**src/rtl/parity_check_arbiter_pkg.sv**
```systemverilog
// Shared definitions for the parity-check arbiter: parity mode constants, output-slot
// state type and elaboration-time helpers.
package parity_check_arbiter_pkg;

  localparam int unsigned PARITY_EVEN = 0;
  localparam int unsigned PARITY_ODD  = 1;

  typedef enum logic {
    StEmpty = 1'b0,
    StFull  = 1'b1
  } slot_state_e;

  // Ceiling log2; clog2(1) = 0.
  function automatic int unsigned clog2(input int unsigned value);
    int unsigned result;
    result = 0;
    for (int unsigned v = value - 1; v > 0; v = v >> 1) begin
      result++;
    end
    return result;
  endfunction

  // Bit XORed into the data/pbit reduction so that a correct word yields error = 0.
  function automatic logic parity_mode_bit(input int unsigned mode);
    return (mode == PARITY_ODD);
  endfunction

endpackage

```
**src/rtl/parity_check_arbiter_rr_arbiter.sv**
```systemverilog
// Combinational round-robin arbiter: grants the first requester found searching upward
// from i_last_grant + 1, wrapping; the grant is one-hot or zero.
module parity_check_arbiter_rr_arbiter #(
  parameter int unsigned NUM_REQ = 4,
  parameter int unsigned ID_W    = 2
) (
  input  logic [NUM_REQ-1:0] i_req,
  input  logic [ID_W-1:0]    i_last_grant,
  input  logic               i_enable,
  output logic [NUM_REQ-1:0] o_grant
);

  logic w_found;

  // Two passes: indices above the last grant first, then wrap to the low indices.
  always_comb begin
    o_grant = '0;
    w_found = 1'b0;
    if (i_enable) begin
      for (int i = 0; i < int'(NUM_REQ); i++) begin
        if (!w_found && i_req[i] && (i > int'(i_last_grant))) begin
          o_grant[i] = 1'b1;
          w_found    = 1'b1;
        end
      end
      for (int i = 0; i < int'(NUM_REQ); i++) begin
        if (!w_found && i_req[i]) begin
          o_grant[i] = 1'b1;
          w_found    = 1'b1;
        end
      end
    end
  end

endmodule

```
**src/rtl/parity_check_arbiter.sv**
```systemverilog
// Shares one even-parity checker among NUM_REQ requesters through a round-robin arbiter,
// holding each result in a single-entry output slot and counting parity errors.
module parity_check_arbiter
  import parity_check_arbiter_pkg::*;
#(
  parameter int unsigned NUM_REQ = 4,
  parameter int unsigned DATA_W  = 4,
  parameter int unsigned CNT_W   = 8,
  parameter int unsigned ID_W    = 2
) (
  input  logic                        clk,
  input  logic                        rst_n,
  input  logic [NUM_REQ-1:0]          req_valid,
  output logic [NUM_REQ-1:0]          req_ready,
  input  logic [NUM_REQ*DATA_W-1:0]   req_data,
  input  logic [NUM_REQ-1:0]          req_pbit,
  output logic                        res_valid,
  input  logic                        res_ready,
  output logic [ID_W-1:0]             res_id,
  output logic [DATA_W-1:0]           res_data,
  output logic                        res_pbit,
  output logic                        res_error,
  input  logic                        clear_count,
  output logic [CNT_W-1:0]            err_count
);

  localparam logic ParityMode = parity_mode_bit(PARITY_EVEN);

  if (ID_W != clog2(NUM_REQ)) begin : g_bad_id_w
    $error("ID_W must equal clog2(NUM_REQ)");
  end
  if ((NUM_REQ < 2) || (NUM_REQ > 8)) begin : g_bad_num_req
    $error("NUM_REQ must be in 2..8");
  end

  slot_state_e       r_state;
  slot_state_e       w_state_next;
  logic [ID_W-1:0]   r_last_grant;
  logic [ID_W-1:0]   r_id;
  logic [DATA_W-1:0] r_data;
  logic              r_pbit;
  logic              r_error;
  logic [CNT_W-1:0]  r_count;
  logic [CNT_W-1:0]  w_count_next;

  logic               w_slot_free;
  logic [NUM_REQ-1:0] w_grant;
  logic               w_xfer;
  logic               w_err_evt;
  logic [ID_W-1:0]    w_sel_id;
  logic [DATA_W-1:0]  w_sel_data;
  logic               w_sel_pbit;
  logic               w_sel_error;

  // A full slot that is being drained this cycle can be refilled in the same cycle.
  assign w_slot_free = (r_state == StEmpty) || res_ready;

  parity_check_arbiter_rr_arbiter #(
    .NUM_REQ (NUM_REQ),
    .ID_W    (ID_W)
  ) u_rr_arbiter (
    .i_req        (req_valid),
    .i_last_grant (r_last_grant),
    .i_enable     (w_slot_free),
    .o_grant      (w_grant)
  );

  assign req_ready = w_grant;
  assign w_xfer    = |(req_valid & w_grant);

  always_comb begin
    w_sel_id   = '0;
    w_sel_data = '0;
    w_sel_pbit = 1'b0;
    for (int unsigned i = 0; i < NUM_REQ; i++) begin
      if (w_grant[i]) begin
        w_sel_id   = ID_W'(i);
        w_sel_data = req_data[i*DATA_W +: DATA_W];
        w_sel_pbit = req_pbit[i];
      end
    end
  end

  assign w_sel_error = (^w_sel_data) ^ w_sel_pbit ^ ParityMode;
  assign w_err_evt   = w_xfer && w_sel_error;

  always_comb begin
    w_state_next = r_state;
    case (r_state)
      StEmpty: if (w_xfer) w_state_next = StFull;
      StFull:  if (res_ready && !w_xfer) w_state_next = StEmpty;
      default: w_state_next = StEmpty;
    endcase
  end

  // A clear that coincides with an erroring transfer keeps that event as a count of one.
  always_comb begin
    w_count_next = r_count;
    if (clear_count) begin
      w_count_next = CNT_W'(w_err_evt);
    end else if (w_err_evt && (r_count != '1)) begin
      w_count_next = r_count + CNT_W'(1);
    end
  end

  always_ff @(posedge clk) begin
    if (!rst_n) begin
      r_state      <= StEmpty;
      r_last_grant <= ID_W'(NUM_REQ - 1);
      r_id         <= '0;
      r_data       <= '0;
      r_pbit       <= 1'b0;
      r_error      <= 1'b0;
      r_count      <= '0;
    end else begin
      r_state <= w_state_next;
      r_count <= w_count_next;
      if (w_xfer) begin
        r_id         <= w_sel_id;
        r_data       <= w_sel_data;
        r_pbit       <= w_sel_pbit;
        r_error      <= w_sel_error;
        r_last_grant <= w_sel_id;
      end
    end
  end

  assign res_valid = (r_state == StFull);
  assign res_id    = r_id;
  assign res_data  = r_data;
  assign res_pbit  = r_pbit;
  assign res_error = r_error;
  assign err_count = r_count;

endmodule

```
**config.mk**
```make
export PLATFORM = sky130hd
export DESIGN_NAME = parity_check_arbiter
export DESIGN_NICKNAME = d
export VERILOG_FILES = /design/src/rtl/parity_check_arbiter_pkg.sv /design/src/rtl/parity_check_arbiter_rr_arbiter.sv /design/src/rtl/parity_check_arbiter.sv
export SDC_FILE = /design/constraint.sdc
export NUM_CORES = 1
export LEC_CHECK = 0
export CORE_MARGIN = 2
export CORE_UTILIZATION = 39
export DETAILED_ROUTE_END_ITERATION = 12
export PLACE_DENSITY_LB_ADDON = 0.15
export SLEW_MARGIN = 20
export SYNTH_ARGS = -nofsm -noshare
export SYNTH_HDL_FRONTEND = slang
export SYNTH_SLANG_ARGS = --single-unit
```
**constraint.sdc**
```tcl
create_clock -name clk -period 2.81 [get_ports clk]
set_clock_uncertainty 0.1 [all_clocks]
set_input_delay 0.562 -clock clk [delete_from_list [all_inputs] [get_ports clk]]
set_output_delay 0.562 -clock clk [all_outputs]
set_load 0.01 [all_outputs]
```
==> insert_results.sql <==
INSERT INTO impl_metrics (metric_group, metric, value, unit) VALUES
('synth', 'yosys_most_used_dff', 'dfxtp_1', ''),
('placement', 'detailed_place.area', '1950', 'um2'),
('die', 'start_util', '40.4', '%'),
('global_routing', 'globalRouteTotalUtil', '21.4', '%'),
('clock_tree', 'max-clock-path-buffers', '2', ''),
('finish', 'finalInstanceArea', '2130', 'um2'),
('worst_setup_path', 'worstSetupStartpointType', 'primary input', ''),
('sta', 'timing.fmax', '366', 'MHz'),
('placement', 'placed_cells_incl_taps', '263', ''),
('die', 'core_area', '3030', 'um2'),
('global_routing', 'globalRoute.totalOverflow', '0', ''),
('placement', 'routabilityCongestion', '0.854', ''),
('clock_tree', 'clk_pin_slew', '0.11', 'ns'),
('min_path', 'timing.hold.worst.class', 'flop to flop', ''),
('placement', 'numPortBuffers', '48', ''),
('global_routing', 'first_pass_grt_wire_length', '5930', 'um'),
('run', 'max_cap_violations', '0', ''),
('worst_setup_path', 'setup.worst_path.class', 'primary input to flop', ''),
('die', 'rows', '20', ''),
('clock_tree', 'cts_inserted_buffers', '3', ''),
('synth', 'postSynthNetCount', '176', ''),
('global_routing', 'initial_antenna_violation_count', '0', ''),
('sta', 'post-route-period-util', '97.3', '%'),
('clock_tree', 'hold_buf_count_cts', '0', ''),
('worst_setup_path', 'timing.critical_path.required', '2.94', 'ns'),
('worst_setup_path', 'ordered_cell_list_for_the_critical_path', 'buf_2 > or3_4 > o311ai_4 > buf_4 > and3_4 > o31ai_4 > xnor2_2 > xnor2_2 > xnor2_2 > or4_1 > a21oi_1', ''),
('die', 'die_w', '60.0', 'um'),
('routing', 'drt_iter0_drc', '73', ''),
('global_routing', 'grt_pass1_vias', '1336', ''),
('pwr', 'power.ir.vdd_worst', '0.405', 'mV'),
('routing', 'detail_route.first_pass.iterations', '4', ''),
('finish', 'final_net_count', '256', ''),
('finish', 'antenna_cells_inserted', '0', ''),
('finish', 'final_core_utilization', '70.3', '%'),
('synth', 'synth_enable_flop_cells', '0', ''),
('worst_setup_path', 'timing.critical_path.fanout_max', '6', ''),
('global_routing', 'largest_net_degree_at_the_start_of_global_routing', '15', ''),
('sta', 'slew_headroom', '60.2', '%'),
('synth', 'synth_cell_type_count', '50', ''),
('min_path', 'holdCritStartpoint', 'res_id[1]$_SDFFE_PN0P_', ''),
('finish', 'syn_to_final_growth', '74.1', '%'),
('worst_setup_path', 'worst_ep_arrival_time', '2.87', 'ns'),
('finish', 'layout-drive-gt1-share', '32.7', '%'),
('worst_setup_path', 'startpoint', 'req_valid[0]', ''),
('clock_tree', 'cts.htree.levels', '1', ''),
('routing', 'vias_per_cell', '5.31', ''),
('clock_tree', 'clk-insertion-delay-late', '0.29', 'ns'),
('status', 'status', 'completed', ''),
('synth', 'synth-warning-count', '0', ''),
('sta', 'report.final.slew_viol_count', '0', ''),
('routing', 'drt-wirelength-per-cell', '14.2', 'um'),
('worst_setup_path', 'cp_common_cell', 'xnor2_2', ''),
('clock_tree', 'numClockSinks', '19', ''),
('routing', 'wirelength', '3850', 'um'),
('worst_setup_path', 'cp_endpoint_kind', 'flop', ''),
('sta', 'worstMarginPinSlew', '0.595', 'ns'),
('synth', 'sequential_cell_area_fraction_in_the_yosys_report', '31.1', '%'),
('synth', 'ff_latch_count_synth', '19', ''),
('die', 'die_height', '60.0', 'um'),
('sta', 'period_needed', '2.74', 'ns'),
('worst_setup_path', 'critical-path-max-stage-delay', '0.53', 'ns'),
('routing', 'route.vias.total', '1435', ''),
('pwr', 'power_per_unit_of_standard_cell_area', '476', 'nW/um2'),
('sta', 'setup-violations-final', '0', ''),
('routing', 'drc', '0', ''),
('routing', 'drt.antenna.violating_nets', '0', ''),
('pwr', 'cellLeakagePower', '0.000849', 'uW'),
('synth', 'synthArstFlopShare', '0', '%'),
('worst_setup_path', 'cpMaxStageDelayCell', 'or4_1', ''),
('synth', 'postSynthAreaPerCell', '8.32', 'um2'),
('synth', 'postSynthCellCount', '147', ''),
('clock_tree', 'cts-root-buf', 'clkbuf_4', ''),
('synth', 'netlist_area', '1220', 'um2'),
('die', 'floorplan.die_area', '3600', 'um2'),
('sta', 'timing_hold_violations_final', '0', ''),
('clock_tree', 'cts_tree', 'built', ''),
('die', 'io_pins', '49', ''),
('finish', 'post_layout_nonfiller_instances', '270', ''),
('worst_setup_path', 'reg2reg_launch_point', 'r_last_grant[1]$_SDFFE_PN1P_', ''),
('placement', 'place.detailed.hpwl', '2950', 'um');
[flip-flops by register name, indices dropped and copies added, names as in the netlist]
name / cells
r_last_grant: 2
res_id: 2
res_pbit: 1
res_error: 1
res_valid: 1
err_count: 8
res_data: 4
[Yosys cell counts (all sizes together) (3+ instances only)]
library cell	number	share of area, %
a21boi	7	4.6
a21oi	9	3.7
a31oi	3	1.5
and3	4	2.0
buf	5	3.3
dfxtp	19	31
inv	5	1.5
nand2	15	4.6
nand2b	3	1.5
nand3	6	2.5
nand4	3	1.5
nor2	6	1.8
nor2b	8	4.3
nor3	3	1.2
o21ai	8	3.3
or3	6	3.1
xnor2	4	2.9
[area by class of cell]
type	instances	area, um2
clock buffer	4	26.3
sequential	19	388
tap	44	55.1
fill	252	900
multi-input combinational	116	922
timing repair buffer	82	718
inverter	5	18.8
[final timing paths]
kind                                to  slack (ns)  depth (start not counted)
max reg2reg  err_count[7]$_SDFFE_PP0P_        0.13                          9
max          err_count[7]$_SDFFE_PP0P_        0.07                         11
min reg2reg     res_id[1]$_SDFFE_PN0P_        0.37                          2
min             res_id[1]$_SDFFE_PN0P_        0.37                          2
[critical path, delay by kind of cell]
family,cells,cell delay (ns)
simple gates,3,1.11
xor+xnor,3,0.53
buf+inv,2,0.34
compound gates,3,0.32
[metal layers]
metal / wire length [um] / GRT usage (%) / share of wire (%) / up-vias
met4: 34 / 0.952 / 0.88 / 0
met5: 0 / 0 / 0 / -
li1: - / - / - / 709
met2: 2060 / 38.8 / 54 / 40
met3: 138 / 4.11 / 3.6 / 2
met1: 1610 / 27.3 / 42 / 684
[cells in the final DEF, fill, tap and decap left out, types with 3 or more instances in the layout]
cell	n
a21boi_0	6
a21oi_1	8
buf_2	3
buf_4	34
clkbuf_4	4
clkdlybuf4s50_1	41
dfxtp_1	17
inv_1	4
nand2_1	15
nand3_1	5
nand4_1	3
nor2_1	5
nor2b_1	7
o21ai_0	6
or3_1	4
xnor2_2	3
[kinds of logic after synthesis]
logic type,Yosys count,synth area share [%]
simple gates,60,26.3
compound gates,50,32.4
flops,19,31.1
buf+inv,12,5.42
xor+xnor,4,2.87
mux,1,0.819
fa+ha+maj,1,1.02
[power by group]
| group | switching, uW | internal, uW | leakage [uW] |
|---|---|---|---|
| sequential | 29.0 | 302 | 0.000156 |
| combinational | 241 | 306 | 0.000678 |
| clock | 79.4 | 55.2 | 0.0000150 |
[repair_timing]
item	in CTS	in global routing
cloned	0	0
gates resized for setup	32	19
endpoints found under the setup margin	13	6
buffers inserted	0	3
pin swaps	3	8
[through the flow]
stage               power [uW]  setup slack (ns)  hold slack [ns]  setup TNS [ns]
global route              1070           -0.0134            0.414         -0.0273
CTS                        981           0.00246            0.380               0
finish                    1010            0.0746            0.374               0
detailed placement         813            -0.742            0.365           -7.45
floorplan                  557            0.0536            0.388               0
global placement           803            -0.695            0.357           -7.13
No activity file was read; power rests on OpenSTA's default activity.
